<file path="src/rtl/mem_port_arbiter.sv">
// Single-outstanding arbiter sharing one memory port between instruction fetch and
// data requesters; data has priority, bounded by an anti-starvation counter for fetch.
module mem_port_arbiter #(
  parameter int ADDR_W       = 32,
  parameter int DATA_W       = 32,
  parameter int STARVE_LIMIT = 4
) (
  input  logic                  clk,
  input  logic                  rst,
  input  logic                  if_req_valid,
  output logic                  if_req_ready,
  input  logic [ADDR_W-1:0]     if_addr,
  output logic                  if_rsp_valid,
  output logic [DATA_W-1:0]     if_rsp_data,
  input  logic                  d_req_valid,
  output logic                  d_req_ready,
  input  logic [ADDR_W-1:0]     d_addr,
  input  logic                  d_we,
  input  logic [DATA_W/8-1:0]   d_wstrb,
  input  logic [DATA_W-1:0]     d_wdata,
  output logic                  d_rsp_valid,
  output logic [DATA_W-1:0]     d_rsp_data,
  output logic                  m_req_valid,
  input  logic                  m_req_ready,
  output logic [ADDR_W-1:0]     m_addr,
  output logic                  m_we,
  output logic [DATA_W/8-1:0]   m_wstrb,
  output logic [DATA_W-1:0]     m_wdata,
  input  logic                  m_rsp_valid,
  input  logic [DATA_W-1:0]     m_rsp_data
);

  localparam int STRB_W = DATA_W / 8;
  localparam int CNT_W  = $clog2(STARVE_LIMIT + 1);

  localparam logic [1:0] ST_IDLE  = 2'd0;
  localparam logic [1:0] ST_ISSUE = 2'd1;
  localparam logic [1:0] ST_WAIT  = 2'd2;

  localparam logic OWNER_D  = 1'b0;
  localparam logic OWNER_IF = 1'b1;

  localparam logic [CNT_W-1:0] CNT_LIMIT = CNT_W'(STARVE_LIMIT);
  localparam logic [CNT_W-1:0] CNT_ONE   = CNT_W'(1);
  localparam logic [CNT_W-1:0] CNT_ZERO  = CNT_W'(0);

  logic [1:0]        state_r;
  logic [1:0]        state_next_s;
  logic              owner_r;
  logic [CNT_W-1:0]  starve_cnt_r;
  logic [ADDR_W-1:0] addr_r;
  logic              we_r;
  logic [STRB_W-1:0] wstrb_r;
  logic [DATA_W-1:0] wdata_r;

  logic              grant_d_s;
  logic              grant_if_s;
  logic              fetch_starved_s;

  assign fetch_starved_s = if_req_valid && (starve_cnt_r == CNT_LIMIT);

  // Combinational grant in IDLE: data wins unless fetch has hit the starvation limit.
  always_comb begin
    grant_d_s  = 1'b0;
    grant_if_s = 1'b0;
    if (!rst && (state_r == ST_IDLE)) begin
      if (d_req_valid && !fetch_starved_s) begin
        grant_d_s = 1'b1;
      end else if (if_req_valid) begin
        grant_if_s = 1'b1;
      end else begin
        grant_d_s  = 1'b0;
        grant_if_s = 1'b0;
      end
    end else begin
      grant_d_s  = 1'b0;
      grant_if_s = 1'b0;
    end
  end

  // Next-state logic; unknown encodings fall back to IDLE.
  always_comb begin
    state_next_s = state_r;
    case (state_r)
      ST_IDLE: begin
        if (grant_d_s || grant_if_s) begin
          state_next_s = ST_ISSUE;
        end else begin
          state_next_s = ST_IDLE;
        end
      end
      ST_ISSUE: begin
        if (m_req_ready) begin
          state_next_s = ST_WAIT;
        end else begin
          state_next_s = ST_ISSUE;
        end
      end
      ST_WAIT: begin
        if (m_rsp_valid) begin
          state_next_s = ST_IDLE;
        end else begin
          state_next_s = ST_WAIT;
        end
      end
      default: begin
        state_next_s = ST_IDLE;
      end
    endcase
  end

  // State, owner and starvation counter.
  always_ff @(posedge clk) begin
    if (rst) begin
      state_r      <= ST_IDLE;
      owner_r      <= OWNER_D;
      starve_cnt_r <= CNT_ZERO;
    end else begin
      state_r <= state_next_s;
      if (grant_if_s) begin
        owner_r      <= OWNER_IF;
        starve_cnt_r <= CNT_ZERO;
      end else if (grant_d_s) begin
        owner_r <= OWNER_D;
        if (if_req_valid && (starve_cnt_r != CNT_LIMIT)) begin
          starve_cnt_r <= starve_cnt_r + CNT_ONE;
        end
      end
    end
  end

  // Request fields are captured on the accept cycle; fetches are always reads.
  always_ff @(posedge clk) begin
    if (rst) begin
      addr_r  <= {ADDR_W{1'b0}};
      we_r    <= 1'b0;
      wstrb_r <= {STRB_W{1'b0}};
      wdata_r <= {DATA_W{1'b0}};
    end else if (grant_d_s) begin
      addr_r  <= d_addr;
      we_r    <= d_we;
      wstrb_r <= d_wstrb;
      wdata_r <= d_wdata;
    end else if (grant_if_s) begin
      addr_r  <= if_addr;
      we_r    <= 1'b0;
      wstrb_r <= {STRB_W{1'b0}};
      wdata_r <= {DATA_W{1'b0}};
    end
  end

  assign if_req_ready = grant_if_s;
  assign d_req_ready  = grant_d_s;

  assign m_req_valid = !rst && (state_r == ST_ISSUE);
  assign m_addr      = rst ? {ADDR_W{1'b0}} : addr_r;
  assign m_we        = rst ? 1'b0 : we_r;
  assign m_wstrb     = rst ? {STRB_W{1'b0}} : wstrb_r;
  assign m_wdata     = rst ? {DATA_W{1'b0}} : wdata_r;

  // Responses outside WAIT are stale or spurious and are never forwarded.
  assign if_rsp_valid = !rst && (state_r == ST_WAIT) && m_rsp_valid && (owner_r == OWNER_IF);
  assign d_rsp_valid  = !rst && (state_r == ST_WAIT) && m_rsp_valid && (owner_r == OWNER_D);
  assign if_rsp_data  = m_rsp_data;
  assign d_rsp_data   = m_rsp_data;

endmodule
</file>
<file path="config.mk">
export PLATFORM = sky130hd
export DESIGN_NAME = mem_port_arbiter
export DESIGN_NICKNAME = d
export VERILOG_FILES = /design/src/rtl/mem_port_arbiter.sv
export SDC_FILE = /design/constraint.sdc
export NUM_CORES = 1
export LEC_CHECK = 0
export CELL_PAD_IN_SITES_DETAIL_PLACEMENT = 0
export CELL_PAD_IN_SITES_GLOBAL_PLACEMENT = 1
export CORE_UTILIZATION = 21
export CTS_CLUSTER_DIAMETER = 40
export DETAILED_ROUTE_END_ITERATION = 16
export PLACE_DENSITY = 0.81
export SLEW_MARGIN = 20
export SYNTH_ARGS = -nofsm -noshare
export SYNTH_HDL_FRONTEND = slang
export SYNTH_SLANG_ARGS = --single-unit
</file>
<file path="constraint.sdc">
create_clock -name clk -period 1.3 [get_ports clk]
set_input_delay 0.26 -clock clk [delete_from_list [all_inputs] [get_ports clk]]
set_output_delay 0.26 -clock clk [all_outputs]
set_load 0.01 [all_outputs]
</file>
; Yosys cells after proc, flatten, opt, wreduce, memory -nomap -nowiden
; Cells that the tools add are included.
[totals]
ff_bits = 75
inputBits = 139
out_inout_bits = 138
word_cells = 52
[classes]
addsub = 1
n_eq_ne = 4
muxes = 23
n_bitwise = 1
n_reduce_logical = 16
[op_table]
columns = op, count
row1 = two-way mux 32 bit, 6
row2 = two-way mux 4 bit, 3
row3 = two-way mux 1 bit, 11
row4 = logical AND 1 bit, 9
row5 = one-hot mux 2 bit (3 select lines), 1
row6 = two-way mux 2 bit, 2
row7 = adder 3 x 1 -> 3 bit (second input constant), 1
row8 = equality test 3 bit (second input constant), 1
row9 = inequality test 3 bit (second input constant), 1
row10 = equality test 2 x 1 -> 1 bit (second input constant), 1
row11 = equality test 2 bit (second input constant), 1
row12 = logical NOT 1 bit, 2
row13 = logical NOT 2 bit, 1
row14 = AND reduction 2 bit, 1
row15 = nonzero test 2 bit, 1
row16 = OR reduction 2 bit, 1
row17 = logical OR 1 bit, 1
row18 = inverter 1 bit, 1

; Longest topological paths before layout
[depth]
depth_word = 9
depth_mapped = 7
ltp_nobuf = 5

; Worst setup path after synthesis
; No wires, ideal clock.
[synth_timing]
path_type = flip-flop to flip-flop
startpoint = register state_r[0]
endpoint = register addr_r[10]
setup_ns = 0.145
arrival_ns = 1.353
required_ns = 1.155
setup_slack_ns = -0.198
stages_incl_launch_ff = 6
path_buffers = 2
synth_period_minus_slack_ns = 1.498
path_cell_list = dfxtp_1 > buf_6 > or4b_4 > o21bai_4 > buf_6 > a222oi_1
[synth_between]
elab_chain_len = 4
elab_cells_between_ends = 6
classes_between = 3 x mux / 3 x reduce/logical
[synth_rtl]
columns = item, line
row1 = start: declaration, 47  ; logic [1:0] state_r;
row2 = start signal: assignment, 119  ; state_r <= state_next_s;
row3 = logical NOT 2 bit *, 66  ; if (!rst && (state_r == ST_IDLE)) begin
row4 = logical AND 1 bit *, 66
row5 = two-way mux 1 bit, 66
row6 = two-way mux 32 bit / nonzero test 2 bit (equally long branches), n/a
row7 = end signal: assignment, 135  ; addr_r <= {ADDR_W{1'b0}};
row8 = end signal: assignment, 140  ; addr_r <= d_addr;
row9 = end signal: assignment, 145  ; addr_r <= if_addr;
row10 = end: declaration, 51  ; logic [ADDR_W-1:0] addr_r;
; Mark *: on every way between the ends. The rest lies on a longest branch, timed or not.
; A chain may end at the register's enable or synchronous reset.

; Worst setup path after layout
[layout_timing]
startpoint = register state_r[0]
endpoint = register addr_r[31]
; Same word-level chain as after synthesis.

==> results.py <==
metrics = {
    "worst_setup_path": {
        "end_kind": "flip-flop",
        "worstSetupStartpointType": "flip-flop",
        "critical_path_class": "reg -> reg",
        "cp_data_arrival_time_ns": 1.91,
        "reg2reg_from": "state_r[0]$_SDFF_PP0_",
        "path_delay_family": "simple AND/OR/NAND/NOR gates",
        "worst_ep_required_time_ns": 1.50,
        "cp_max_fo": 8,
        "cp_slowest_stage_delay_ns": 0.52,
        "cp.buffers_inverters": 2,
        "cp_cell_sequence": "or4b_4 -> buf_6 -> o21bai_4 -> clkbuf_16 -> a222oi_1",
        "cp-startpoint": "state_r[0]$_SDFF_PP0_",
        "cp_slowest_cell": "or4b_4",
    },
    "cts": {
        "htree_levels": 3,
        "cts.clk_slew.worst_paths_ns": 0.06,
        "clock_latency_ns": 0.34,
        "ctsLongestPathBuffers": 2,
        "clock-root-buffer": "clkbuf_16",
        "cts_num_sinks": 75,
        "cts-buffers-inserted": 9,
        "tritoncts": "done",
        "cts.hold.buffers_added": 0,
    },
    "timing": {
        "hold_viol": 0,
        "worst_pin_slew_ns": 0.2983,
        "rsz0062_at_grt": "yes",
        "fin_skew_ns": 0.008590,
        "fin_crit_ns": 1.709,
        "slew_violations": 0,
        "timing.final.crit_share_pct": 131.4,
        "max_freq_mhz": 585.2,
        "maxSlewHeadroom_pct": 80.06,
        "finalWorstSetupSlack_ns": -0.4088,
        "finalSetupViolations": 78,
    },
    "power_and_ir_drop": {
        "finalPower_mw": 6.558,
        "leakage_nw": 2.797,
        "p_per_area_mw_per_mm2": 1046,
        "irDropWorstVdd_mv": 0.5677,
    },
    "global_routing": {
        "grt_max_degree": 59,
        "grt_pass1_wl_mm": 17.20,
        "grt_usage_pct": 12.08,
        "overflow": 0,
        "grt_pass1_vias": 3243,
        "antenna_found_initial": 0,
    },
    "synthesis": {
        "synth_area_leaders": "dfxtp_1, buf_4, a22o_1, a222oi_1, inv_1",
        "synth_edf_count": 0,
        "yosysSeqAreaShare_pct": 39.09,
        "synth_flop_cell": "dfxtp_1",
        "synth.distinct_cells": 29,
        "postSynthCellCount": 441,
        "yosysWarningCount": 0,
        "synth_nets": 582,
        "yosysTopAreaCellShare_pct": 39.09,
        "synthArstFlopShare_pct": 0,
        "syn_area_mm2": 0.003841,
        "ys_ff_latch": 75,
        "synth.avg_cell_area_um2": 8.710,
        "yosys.area.top_type": "dfxtp_1",
    },
    "final_layout": {
        "final_cell_mix": "clkdlybuf4s50_1, dfxtp_1, buf_2",
        "drive_gt1_share_pct": 35.79,
        "final_common_cell": "clkdlybuf4s50_1",
        "nets": 734,
        "syn_to_final_growth_pct": 63.22,
        "fin_util_pct": 34.90,
        "antennaDiodeCount": 0,
    },
    "floorplan": {
        "row_count": 49,
        "dieArea_mm2": 0.01884,
        "pin_count": 277,
        "core_area_mm2": 0.01796,
        "fp.dieW_um": 137.2,
        "start_util_pct": 21.38,
        "dieHeight_um": 137.2,
    },
    "run_status": {
        "violations": "negative setup slack",
        "status": "finished with violations",
    },
    "routing": {
        "vias": 3498,
        "drt_wl_total_mm": 12.59,
        "ant_nets": 0,
        "first_iter_violations": 264,
        "wl_per_cell_um": 15.22,
        "drt-pass1-iter-count": 8,
        "via_per_inst": 4.230,
        "drc": 0,
    },
    "placed_design": {
        "place_hpwl_mm": 7.090,
        "gp_congestion": 0.7330,
        "numPortBuffers": 180,
    },
    "worst_hold_path": {
        "hold_class": "in -> reg",
        "min_from": "rst",
    },
    "job": {
        "timing.max_cap.violations": 0,
    },
}
-- state kept, by name, summed over array words and instances, names as in the netlist --
register and count:
addr_r 32, owner_r 1, starve_cnt_r 3, state_r 2, wdata_r 32, we_r 1, wstrb_r 4
-- synthesized netlist by cell type, drive strengths merged, types with 3 or more instances --
cell and n:
a222oi 32, nor2 38, inv 67, clkbuf 13, a22o 37, nand3 4, nor2b 37, buf 82
nand2b 32, a21oi 4, dfxtp 75, nand2 3
-- layout make-up --
| class | count | area [um2] |
|---|---|---|
| Clock inverter | 4 | 26.28 |
| Tap cell | 229 | 286.5 |
| Multi-Input combinational cell | 204 | 1722 |
| Timing Repair Buffer | 236 | 2231 |
| Clock buffer | 12 | 246.5 |
| Fill cell | 1882 | 11690 |
| Inverter | 67 | 251.5 |
| Sequential cell | 75 | 1506 |
-- per-stage QoR --
stage	instances	worst slack, ns	TNS, ns	area [um2]	hold WS, ns
after global placement	789	-0.8274	-70.89	5623	0.4549
after CTS	817	-0.4023	-20.11	6135	0.2854
after global routing	827	-0.4693	-24.50	6270	0.3461
after floorplan	441	-0.1721	-5.365	3916	0.3926
after detailed placement	789	-0.8264	-71.09	5623	0.4607
final	827	-0.4088	-19.53	6270	0.3435
-- per-layer routing --
layer / part of all wire [%] / vias to the layer above / wire length (um) / global-route usage, %
met5: 0 / - / 0 / 0
met4: 1.9 / 0 / 237 / 5.495
met3: 7.2 / 25 / 909 / 4.121
met2: 48 / 131 / 5993 / 19.30
met1: 43 / 1627 / 5445 / 14.58
li1: - / 1715 / - / -
-- cells by family after synthesis --
logic type	synth area share [%]
compound gates	18.57
flops	39.09
simple gates	17.79
fa+ha+maj	0.6514
buf+inv	23.91
-- final timing paths --
path              depth (start not counted)                      end  slack [ns]
setup / recovery                          5  addr_r[31]$_SDFFE_PP0P_       -0.41
hold / removal                            3    state_r[0]$_SDFF_PP0_        0.34
setup reg to reg                          5  addr_r[31]$_SDFFE_PP0P_       -0.41
hold reg to reg                           2   addr_r[7]$_SDFFE_PP0P_        0.47
-- tightest hold or removal path: stages --
cell	delay, ns
buf_6	0.17
buf_8	0.17
a221oi_2	0.04
-- power breakdown --
group	internal (mW)	switching (mW)
Sequential	2.53	0.0562
Clock	1.34	0.991
Combinational	0.939	0.701
Total	4.81	1.75
-- timing repair --
action	in CTS	in global routing
gates cloned	7	8
setup endpoints to repair	148	122
pin swaps	12	30
resized for setup	304	95
setup buffers	5	8
Power figures use the tool's default switching activity.
